`src/rtl/serial_comp32.sv`:
```
// Nibble-serial magnitude comparator: one 4-bit slice per cycle, LSB first, producing
// eq/lt/gt and an RV32I branch/set-less-than decision behind a valid/ready handshake.
module serial_comp32 #(
  parameter int W = 32
) (
  input  logic         clk,
  input  logic         rst_n,
  input  logic         in_valid,
  output logic         in_ready,
  input  logic [W-1:0] a,
  input  logic [W-1:0] b,
  input  logic [2:0]   funct3,
  output logic         out_valid,
  input  logic         out_ready,
  output logic         eq,
  output logic         lt,
  output logic         gt,
  output logic         taken
);

  localparam int N  = W / 4;
  localparam int KW = (N > 1) ? $clog2(N) : 1;
  localparam logic [KW-1:0] K_LAST = KW'(N - 1);

  typedef enum logic [1:0] {IDLE, RUN, DONE} state_t;

  state_t        state;
  logic [KW-1:0] k;
  logic [W-1:0]  opa;
  logic [W-1:0]  opb;
  logic [2:0]    op_f3;
  logic          run_eq;
  logic          run_lt;
  logic          run_gt;
  logic          nxt_eq;
  logic          nxt_lt;
  logic          nxt_gt;

  function automatic logic is_signed_op(input logic [2:0] f);
    return (f == 3'b010) || (f == 3'b100) || (f == 3'b101);
  endfunction

  // Flipping the sign bit maps two's-complement order onto unsigned order.
  function automatic logic [W-1:0] bias_msb(input logic [W-1:0] v, input logic sgn);
    return {v[W-1] ^ sgn, v[W-2:0]};
  endfunction

  function automatic logic branch_taken(input logic [2:0] f, input logic e, input logic l);
    case (f)
      3'b000:         return e;
      3'b001:         return ~e;
      3'b101, 3'b111: return ~l;
      default:        return l;
    endcase
  endfunction

  assign in_ready = (state == IDLE) && rst_n;

  // A differing nibble overrides everything below it; an equal one passes the cascade through.
  always_comb begin
    nxt_eq = run_eq;
    nxt_lt = run_lt;
    nxt_gt = run_gt;
    if (opa[3:0] != opb[3:0]) begin
      nxt_eq = 1'b0;
      nxt_lt = opa[3:0] < opb[3:0];
      nxt_gt = opa[3:0] > opb[3:0];
    end
  end

  always_ff @(posedge clk) begin
    if (in_valid && in_ready) begin
      opa    <= bias_msb(a, is_signed_op(funct3));
      opb    <= bias_msb(b, is_signed_op(funct3));
      op_f3  <= funct3;
      run_eq <= 1'b1;
      run_lt <= 1'b0;
      run_gt <= 1'b0;
    end else if (state == RUN) begin
      opa    <= opa >> 4;
      opb    <= opb >> 4;
      run_eq <= nxt_eq;
      run_lt <= nxt_lt;
      run_gt <= nxt_gt;
    end
  end

  always_ff @(posedge clk) begin
    if (!rst_n) begin
      state     <= IDLE;
      k         <= '0;
      out_valid <= 1'b0;
      eq        <= 1'b0;
      lt        <= 1'b0;
      gt        <= 1'b0;
      taken     <= 1'b0;
    end else begin
      case (state)
        IDLE: begin
          if (in_valid) begin
            state <= RUN;
            k     <= '0;
          end
        end
        RUN: begin
          k <= k + 1'b1;
          if (k == K_LAST) begin
            state     <= DONE;
            out_valid <= 1'b1;
            eq        <= nxt_eq;
            lt        <= nxt_lt;
            gt        <= nxt_gt;
            taken     <= branch_taken(op_f3, nxt_eq, nxt_lt);
          end
        end
        DONE: begin
          if (out_ready) begin
            state     <= IDLE;
            out_valid <= 1'b0;
          end
        end
        default: state <= IDLE;
      endcase
    end
  end

endmodule

```
`config.mk`:
```
export PLATFORM = sky130hd
export DESIGN_NAME = serial_comp32
export DESIGN_NICKNAME = d
export VERILOG_FILES = /design/src/rtl/serial_comp32.sv
export SDC_FILE = /design/constraint.sdc
export NUM_CORES = 1
export LEC_CHECK = 0
export BUFFER_PORTS_ARGS = -buffer_cell sky130_fd_sc_hd__buf_2
export CELL_PAD_IN_SITES_DETAIL_PLACEMENT = 0
export CELL_PAD_IN_SITES_GLOBAL_PLACEMENT = 2
export CORE_MARGIN = 2
export CORE_UTILIZATION = 33
export DETAILED_ROUTE_END_ITERATION = 16
export PLACE_DENSITY = 0.81
export REMOVE_ABC_BUFFERS = 1
export SLEW_MARGIN = 20
export SYNTH_ARGS = -nofsm -noshare
export SYNTH_HDL_FRONTEND = slang
export SYNTH_SLANG_ARGS = --single-unit
```
`constraint.sdc`:
```
create_clock -name clk -period 3.65 [get_ports clk]
set_clock_uncertainty 0.05 [all_clocks]
set_input_delay 0.73 -clock clk [delete_from_list [all_inputs] [get_ports clk]]
set_output_delay 0.73 -clock clk [all_outputs]
set_load 0.03 [all_outputs]
```
# After elaboration in Yosys (flattened, before gate mapping)
# Cells that the tools add are included.
op_classes:
  n_eq_ne: 13
  muxes: 17
  order_cmp: 2
  n_reduce_logical: 14
  n_bitwise: 4
  n_addsub: 1
op_table:
  columns: ["cell", "count"]
  rows:
  - ["2-to-1 mux 32 bit", 4]
  - ["equality test 3 bit, second input constant", 5]
  - ["2-to-1 mux 2 bit", 3]
  - ["one-hot mux 2 bit (3 select lines)", 1]
  - ["one-hot mux 3 bit (2 select lines)", 1]
  - ["AND reduction 3 bit", 2]
  - ["nonzero test 2 bit", 3]
  - ["2-to-1 mux 1 bit", 5]
  - ["greater-than comparator 4 bit", 1]
  - ["less-than comparator 4 bit", 1]
  - ["!= test 2 bit, second input constant", 2]
  - ["!= test 4 bit", 1]
  - ["AND reduction 2 bit", 2]
  - ["adder 3 x 1 -> 3 bit, second input constant", 1]
  - ["equality test 3 x 1 -> 1 bit, second input constant", 1]
  - ["equality test 3 x 2 -> 1 bit, second input constant", 1]
  - ["logical NOT 3 bit", 1]
  - ["2-to-1 mux 3 bit", 1]
  - ["one-hot mux 1 bit (3 select lines)", 1]
  - ["equality test 2 x 1 -> 1 bit, second input constant", 1]
  - ["equality test 2 bit, second input constant", 1]
  - ["logical AND 1 bit", 2]
  - ["logical NOT 2 bit", 1]
  - ["logical OR 1 bit", 2]
  - ["5 further kinds", 7]
totals:
  word_cells: 64
  register_bits: 80

# Depth between registers and ports, before layout
# Gate-level depths: netlist of the first run.
depth:
  depth_word: 5
  depth_mapped: 8

# Worst setup path before layout of the first run
# OpenSTA, ideal clock, no wires.
synth_timing:
  path_kind: "input port to flip-flop"
  startpoint: "in rst_n"
  endpoint: "reg opa[0], enable pin"
  path_slack_ns: 0.199
  cell_stages: 4
  arrival_time_ns: 2.977
  n_path_buf: 1
  t_required_ns: 3.176
  cell_sequence: "nor3b_4 -> nand2_2 -> clkbuf_1 -> nand2_1"
synth_between:
  elab_chain_len: 3
synth_rtl:
  columns: ["item", "line", "source"]
  rows:
  - ["from (decl)", "7", "input logic rst_n,"]
  - ["logical AND 1 bit", "57", "assign in_ready = (state == IDLE) && rst_n;"]
  - ["logical AND 1 bit", "72", "if (in_valid && in_ready) begin"]
  - ["nonzero test 2 bit (no source line)", null, null]
  - ["to (signal assigned)", "73", "opa <= bias_msb(a, is_signed_op(funct3));"]
  - ["to (signal assigned)", "80", "opa <= opa >> 4;"]
  - ["to (decl)", "29", "logic [W-1:0] opa;"]
# No other way between the ends.
# A chain may end at the register's enable or synchronous reset.

# Worst setup path in the final report of the first run
layout_timing:
  startpoint: "in rst_n"
  endpoint: "out in_ready"
layout_between:
  elab_chain_len: 1
layout_rtl:
  columns: ["item", "line", "source"]
  rows:
  - ["logical AND 1 bit", "57", null]
  - ["to (decl)", "9", "output logic in_ready,"]
# No other way between the ends.

==> flow_summary.json, run 1 <==
{
  "power.static_leakage_nw": 1.94,
  "h-tree-depth": 3,
  "synth_cells": 344,
  "fmax_mhz": 416,
  "drc": 0,
  "finalNetCount": 498,
  "gp_congestion": 0.708,
  "pre_cts_slack_ns": 0.906,
  "synth_top_family_by_area": "simple AND/OR/NAND/NOR gates",
  "crit_fanout": 11,
  "total_power_mw": 1.96,
  "rows": 37,
  "critPathArrivalTime_ns": 1.62,
  "synth-xor-area-share": 0.00749,
  "grt_setup_unrepaired": "no",
  "fillCellCount": 1052,
  "muxShareOfSynthArea": 0.00571,
  "dieArea_mm2": 0.0115,
  "grt_max_degree": 65,
  "cts_root_buf": "clkbuf_8",
  "routed_wl_um": 6920,
  "ys_ff_latch": 80,
  "min_period_over_period": 0.659,
  "postCtsSetupBuffers": 0,
  "start_kind": "input pin",
  "syn_to_final_growth_pct": 19.7,
  "ys_seq_area_frac": 0.648,
  "hold_path_class": "reg2reg",
  "setup_ws_ns": 1.25,
  "yosysUniqueCellTypes": 33,
  "vias": 2479,
  "yosys.area_share.simple": 0.248,
  "tightestPinTransition_ns": 0.601,
  "placed_area_mm2": 0.00402,
  "synth-compound-area-share": 0.0368,
  "period_minus_slack_ns": 2.40,
  "synthAdderAreaFrac": 0.0214,
  "setup_tns_ns": 0,
  "io_pins": 77,
  "ctsResizeCount": 0,
  "firstDrtPassIters": 4,
  "clkTransAtPathRegs_ns": 0.08,
  "wl_per_cell_um": 12.3,
  "crit_type": "in2out",
  "outcome": "finished clean",
  "io_buffers": 76,
  "grt_pass1_vias": 2463,
  "max-clock-path-buffers": 2,
  "final_hold_viol_count": 0,
  "synth_area_mm2": 0.00351,
  "track_usage": 0.127,
  "drv_slew": 0,
  "cts_hold_buf": 0,
  "die_w_um": 107,
  "grt_pass1_wl_um": 11300,
  "post-route-util": 0.407,
  "final_common_cell": "nand2_1",
  "drive_above_1_share": 0.230,
  "cts_tree": "yes",
  "finalInstanceArea_mm2": 0.00420,
  "overflow": 0,
  "antenna_found_initial": 0,
  "slew-limit-headroom": 0.600,
  "setup_viol": 0,
  "critical_path.endpoint_type": "primary output",
  "cp.required_ns": 2.87,
  "layout_common_cells": "nand2_1, buf_2, edfxtp_1",
  "synth.avg_cell_area_um2": 10.2,
  "numCtsBuffers": 9,
  "cts_num_sinks": 80,
  "initial_core_util": 0.340,
  "via_per_inst": 4.41,
  "yosys_warnings": 0,
  "ir_worst_vdd_mv": 0.162,
  "clk_latency_ns": 0.35,
  "fp.dieH_um": 107,
  "drtIter0Drc": 146,
  "pwr_density_cell_mw_per_mm2": 467,
  "maxCapViolCount": 0,
  "antenna_cells": 0,
  "dp_hpwl_um": 4630,
  "coreArea_mm2": 0.0103,
  "ant_nets": 0
}
cells in the mapped netlist:
library cell / instances / share of area
nand2_1: 179 / 0.19
edfxtp_1: 67 / 0.57
dfxtp_1: 13 / 0.074
and3_1: 7 / 0.012
clkbuf_1: 7 / 0.0075
nor2_1: 7 / 0.0075
ha_1: 6 / 0.021
inv_1: 6 / 0.0064
o21ai_0: 6 / 0.0086
nor2b_1: 5 / 0.0089
a21oi_1: 4 / 0.0057
and2_1: 4 / 0.0071
buf_6: 4 / 0.013
buf_2: 3 / 0.0043
nand3_1: 3 / 0.0043
a22oi_1: 2 / 0.0043
mux2i_1: 2 / 0.0057
nand2b_1: 2 / 0.0036
o31ai_1: 2 / 0.0043
xnor2_1: 2 / 0.0050
a21boi_0: 1 / 0.0021
a31oi_1: 1 / 0.0018
and4_1: 1 / 0.0025
inv_2: 1 / 0.0011
nand2_2: 1 / 0.0018
nand4_1: 1 / 0.0018
nor3_1: 1 / 0.0014
nor3b_4: 1 / 0.0054
o211a_1: 1 / 0.0029
o211ai_1: 1 / 0.0021
o21bai_1: 1 / 0.0021
o311a_1: 1 / 0.0029
xor2_1: 1 / 0.0025
kinds of logic after synthesis:
family / after synthesis
simple gates: 212
flops: 80
buf+inv: 21
compound gates: 20
fa+ha+maj: 6
xor+xnor: 3
mux: 2
where the power goes:
| group | total (mW) | switching (mW) | internal [mW] | leakage (nW) |
|---|---|---|---|---|
| registers | 1.12 | 0.0245 | 1.10 | 0.766 |
| logic | 0.219 | 0.130 | 0.0892 | 1.08 |
| clock network | 0.618 | 0.328 | 0.290 | 0.0963 |
cell type report:
| class | instances | area (µm²) | area share |
|---|---|---|---|
| Clock inverter | 4 | 26.3 | 0.00626 |
| Timing Repair Buffer | 80 | 423 | 0.101 |
| Tap cell | 136 | 170 | 0.0405 |
| Inverter | 7 | 26.3 | 0.00626 |
| Sequential cell | 80 | 2270 | 0.541 |
| Clock buffer | 12 | 156 | 0.0373 |
| Multi-Input combinational cell | 243 | 1120 | 0.268 |
flip-flops by register name, summed over array words and instances, names as in the netlist, 2 cells and up:
| signal | count |
|---|---|
| opa | 32 |
| op_f3 | 3 |
| state | 2 |
| k | 3 |
| opb | 32 |
final timing paths:
kind | start | end | slack [ns] | depth (start not counted)
worst max-delay path | rst_n | in_ready | 1.25 | 3
worst min-delay path | run_eq | run_eq | 0.42 | 2
worst max register to register | state[1] | opa[23] | 1.48 | 5
worst min register to register | run_eq | run_eq | 0.42 | 2
critical path: stages:
cell and delay (ns):
buf_2 0.19, nor3b_4 0.42, buf_2 0.28
routing by layer:
metal | GRT usage | wire length, µm | vias to the layer above
li1 | - | - | 1294
met1 | 0.176 | 3350 | 1111
met2 | 0.193 | 3070 | 63
met3 | 0.0274 | 383 | 11
met4 | 0.0557 | 119 | 0
met5 | 0 | 0 | -
metrics by stage:
step / instances / hold slack, ns
6_report: 562 / 0.418
5_1_grt: 562 / 0.436
4_1_cts: 562 / 0.423
3_5_place_dp: 546 / 0.409
3_3_place_gp: 546 / 0.397
2_1_floorplan: 330 / 0.385
No activity file was read; power rests on OpenSTA's default activity.
==> inputs of run 2 (changes only) <==
- CORE_UTILIZATION: 33 -> 30
- PLACE_DENSITY: 0.81 -> 0.78
- clock period: 3.65 -> 1.9 ns (I/O delays scaled with it)
==> run 2 against run 1 <==
Sequential power up 93%. Flip-flop and latch count unchanged. Die area up 9.6%. Critical path type is now reg2reg. Largest cell class unchanged. Largest power group unchanged.
==> flow_summary.json, run 2 (same netlist as run 1, synthesis figures left out) <==
{
  "dp_hpwl_um": 4810,
  "maxCapViolCount": 0,
  "gp_congestion": 0.741,
  "max-clock-path-buffers": 2,
  "clkTransAtPathRegs_ns": 0.06,
  "r2r_start": "opa[1]",
  "io_buffers": 76,
  "crit_type": "reg2reg",
  "syn_to_final_growth_pct": 25.9,
  "vias": 2472,
  "post-route-util": 0.387,
  "via_per_inst": 4.30,
  "hold_path_class": "in2reg",
  "final_common_cell": "nand2_1",
  "min_from": "funct3[0]",
  "die_w_um": 112,
  "grt_pass1_wl_um": 11800,
  "reg.largest.list": "opa x32, opb x32",
  "drv_slew": 0,
  "slew-limit-headroom": 0.772,
  "pwr_density_cell_mw_per_mm2": 1010,
  "fillCellCount": 1171,
  "setup_viol": 0,
  "power.static_leakage_nw": 2.03,
  "grt_pass1_vias": 2457,
  "stdcell_count": 575,
  "crit_fanout": 4,
  "tightestPinTransition_ns": 0.341,
  "min_period_over_period": 0.945,
  "cts_num_sinks": 80,
  "firstDrtPassIters": 4,
  "wl_per_cell_um": 12.5,
  "layout_common_cells": "nand2_1, buf_2, edfxtp_1",
  "coreArea_mm2": 0.0114,
  "io_pins": 77,
  "ant_nets": 0,
  "cp.required_ns": 2.07,
  "numCtsBuffers": 9,
  "initial_core_util": 0.307,
  "timing.hold.ws_ns": 0.192,
  "final_hold_viol_count": 0,
  "overflow": 0,
  "drtIter0Drc": 64,
  "multi_input_area_mm2": 0.00113,
  "grt_max_degree": 51,
  "drc": 0,
  "h-tree-depth": 3,
  "rows": 39,
  "ir_worst_vdd_mv": 0.356,
  "period_minus_slack_ns": 1.79,
  "routed_wl_um": 7180,
  "critPathArrivalTime_ns": 1.97,
  "dieArea_mm2": 0.0126,
  "drive_above_1_share": 0.245,
  "finalNetCount": 504,
  "cts_root_buf": "clkbuf_16",
  "postCtsSetupBuffers": 0,
  "antenna_cells": 0,
  "start_kind": "flop",
  "track_usage": 0.121,
  "outcome": "finished clean",
  "placed_cells": 559,
  "regArea_mm2": 0.00227,
  "worstSetupStartpoint": "opa[1]",
  "fp.dieH_um": 112,
  "critical_path.endpoint_type": "flop",
  "antenna_found_initial": 0,
  "clk_latency_ns": 0.34,
  "fmax_mhz": 557,
  "cts_tree": "yes"
}
## run 2: cell count changes in the layout (fill, tap and decap cells not counted), moves of 2 or more
| cell | before | now |
|---|---|---|
| clkbuf_8 | 9 | 0 |
| clkbuf_16 | 1 | 9 |
| buf_4 | 3 | 8 |
| bufinv_16 | 0 | 2 |
| clkbuf_1 | 2 | 0 |
| clkinvlp_4 | 0 | 2 |
| inv_4 | 2 | 0 |
## run 2: area by class of cell
cell class                      count  area share
Multi-Input combinational cell    243       0.257
Inverter                            7     0.00595
Timing Repair Buffer               86       0.109
Clock inverter                      7      0.0218
Clock buffer                        9      0.0510
Sequential cell                    80       0.515
Tap cell                          143      0.0405
## run 2: power by group
group / switching, mW / internal (mW)
logic: 0.261 / 0.189
clock network: 0.689 / 1.15
registers: 0.0471 / 2.11
## run 2: per-stage QoR
step | worst slack [ns] | setup TNS [ns] | cell area [µm²] | total power, mW
2_1_floorplan | -1.57 | -134.05 | 3420 | 2.45
3_3_place_gp | 0.157 | 0 | 4090 | 2.63
3_5_place_dp | 0.109 | 0 | 4090 | 2.65
4_1_cts | 0.0812 | 0 | 4410 | 4.51
5_1_grt | -0.0147 | -0.0147 | 4410 | 4.68
6_report | 0.105 | 0 | 4410 | 4.45
## run 2: critical path, cell delays in order, from the launching register on
cell and delay [ns]:
edfxtp_1 0.37, ha_1 0.34, nor2b_1 0.14, o211ai_1 0.24, a31oi_2 0.17, o311a_1 0.36
## run 2: path summary, 6_finish.rpt
path	end	slack, ns	depth (start not counted)
max	taken	0.11	5
min	op_f3[0]	0.19	1
max reg2reg	taken	0.11	5
min reg2reg	run_eq	0.42	2
## run 2: layer usage
metal	vias to the layer above	track usage	wire length, µm	part of all wire
li1	1309	-	-	-
met1	1091	0.154	3310	0.46
met2	61	0.186	3290	0.46
met3	11	0.0427	457	0.064
met4	0	0.0512	122	0.017
met5	-	0	0	0
## run 2: timing repair
item	in CTS	in global routing
hold buffers	0	0
resized for setup	0	1
setup endpoints to repair	0	2
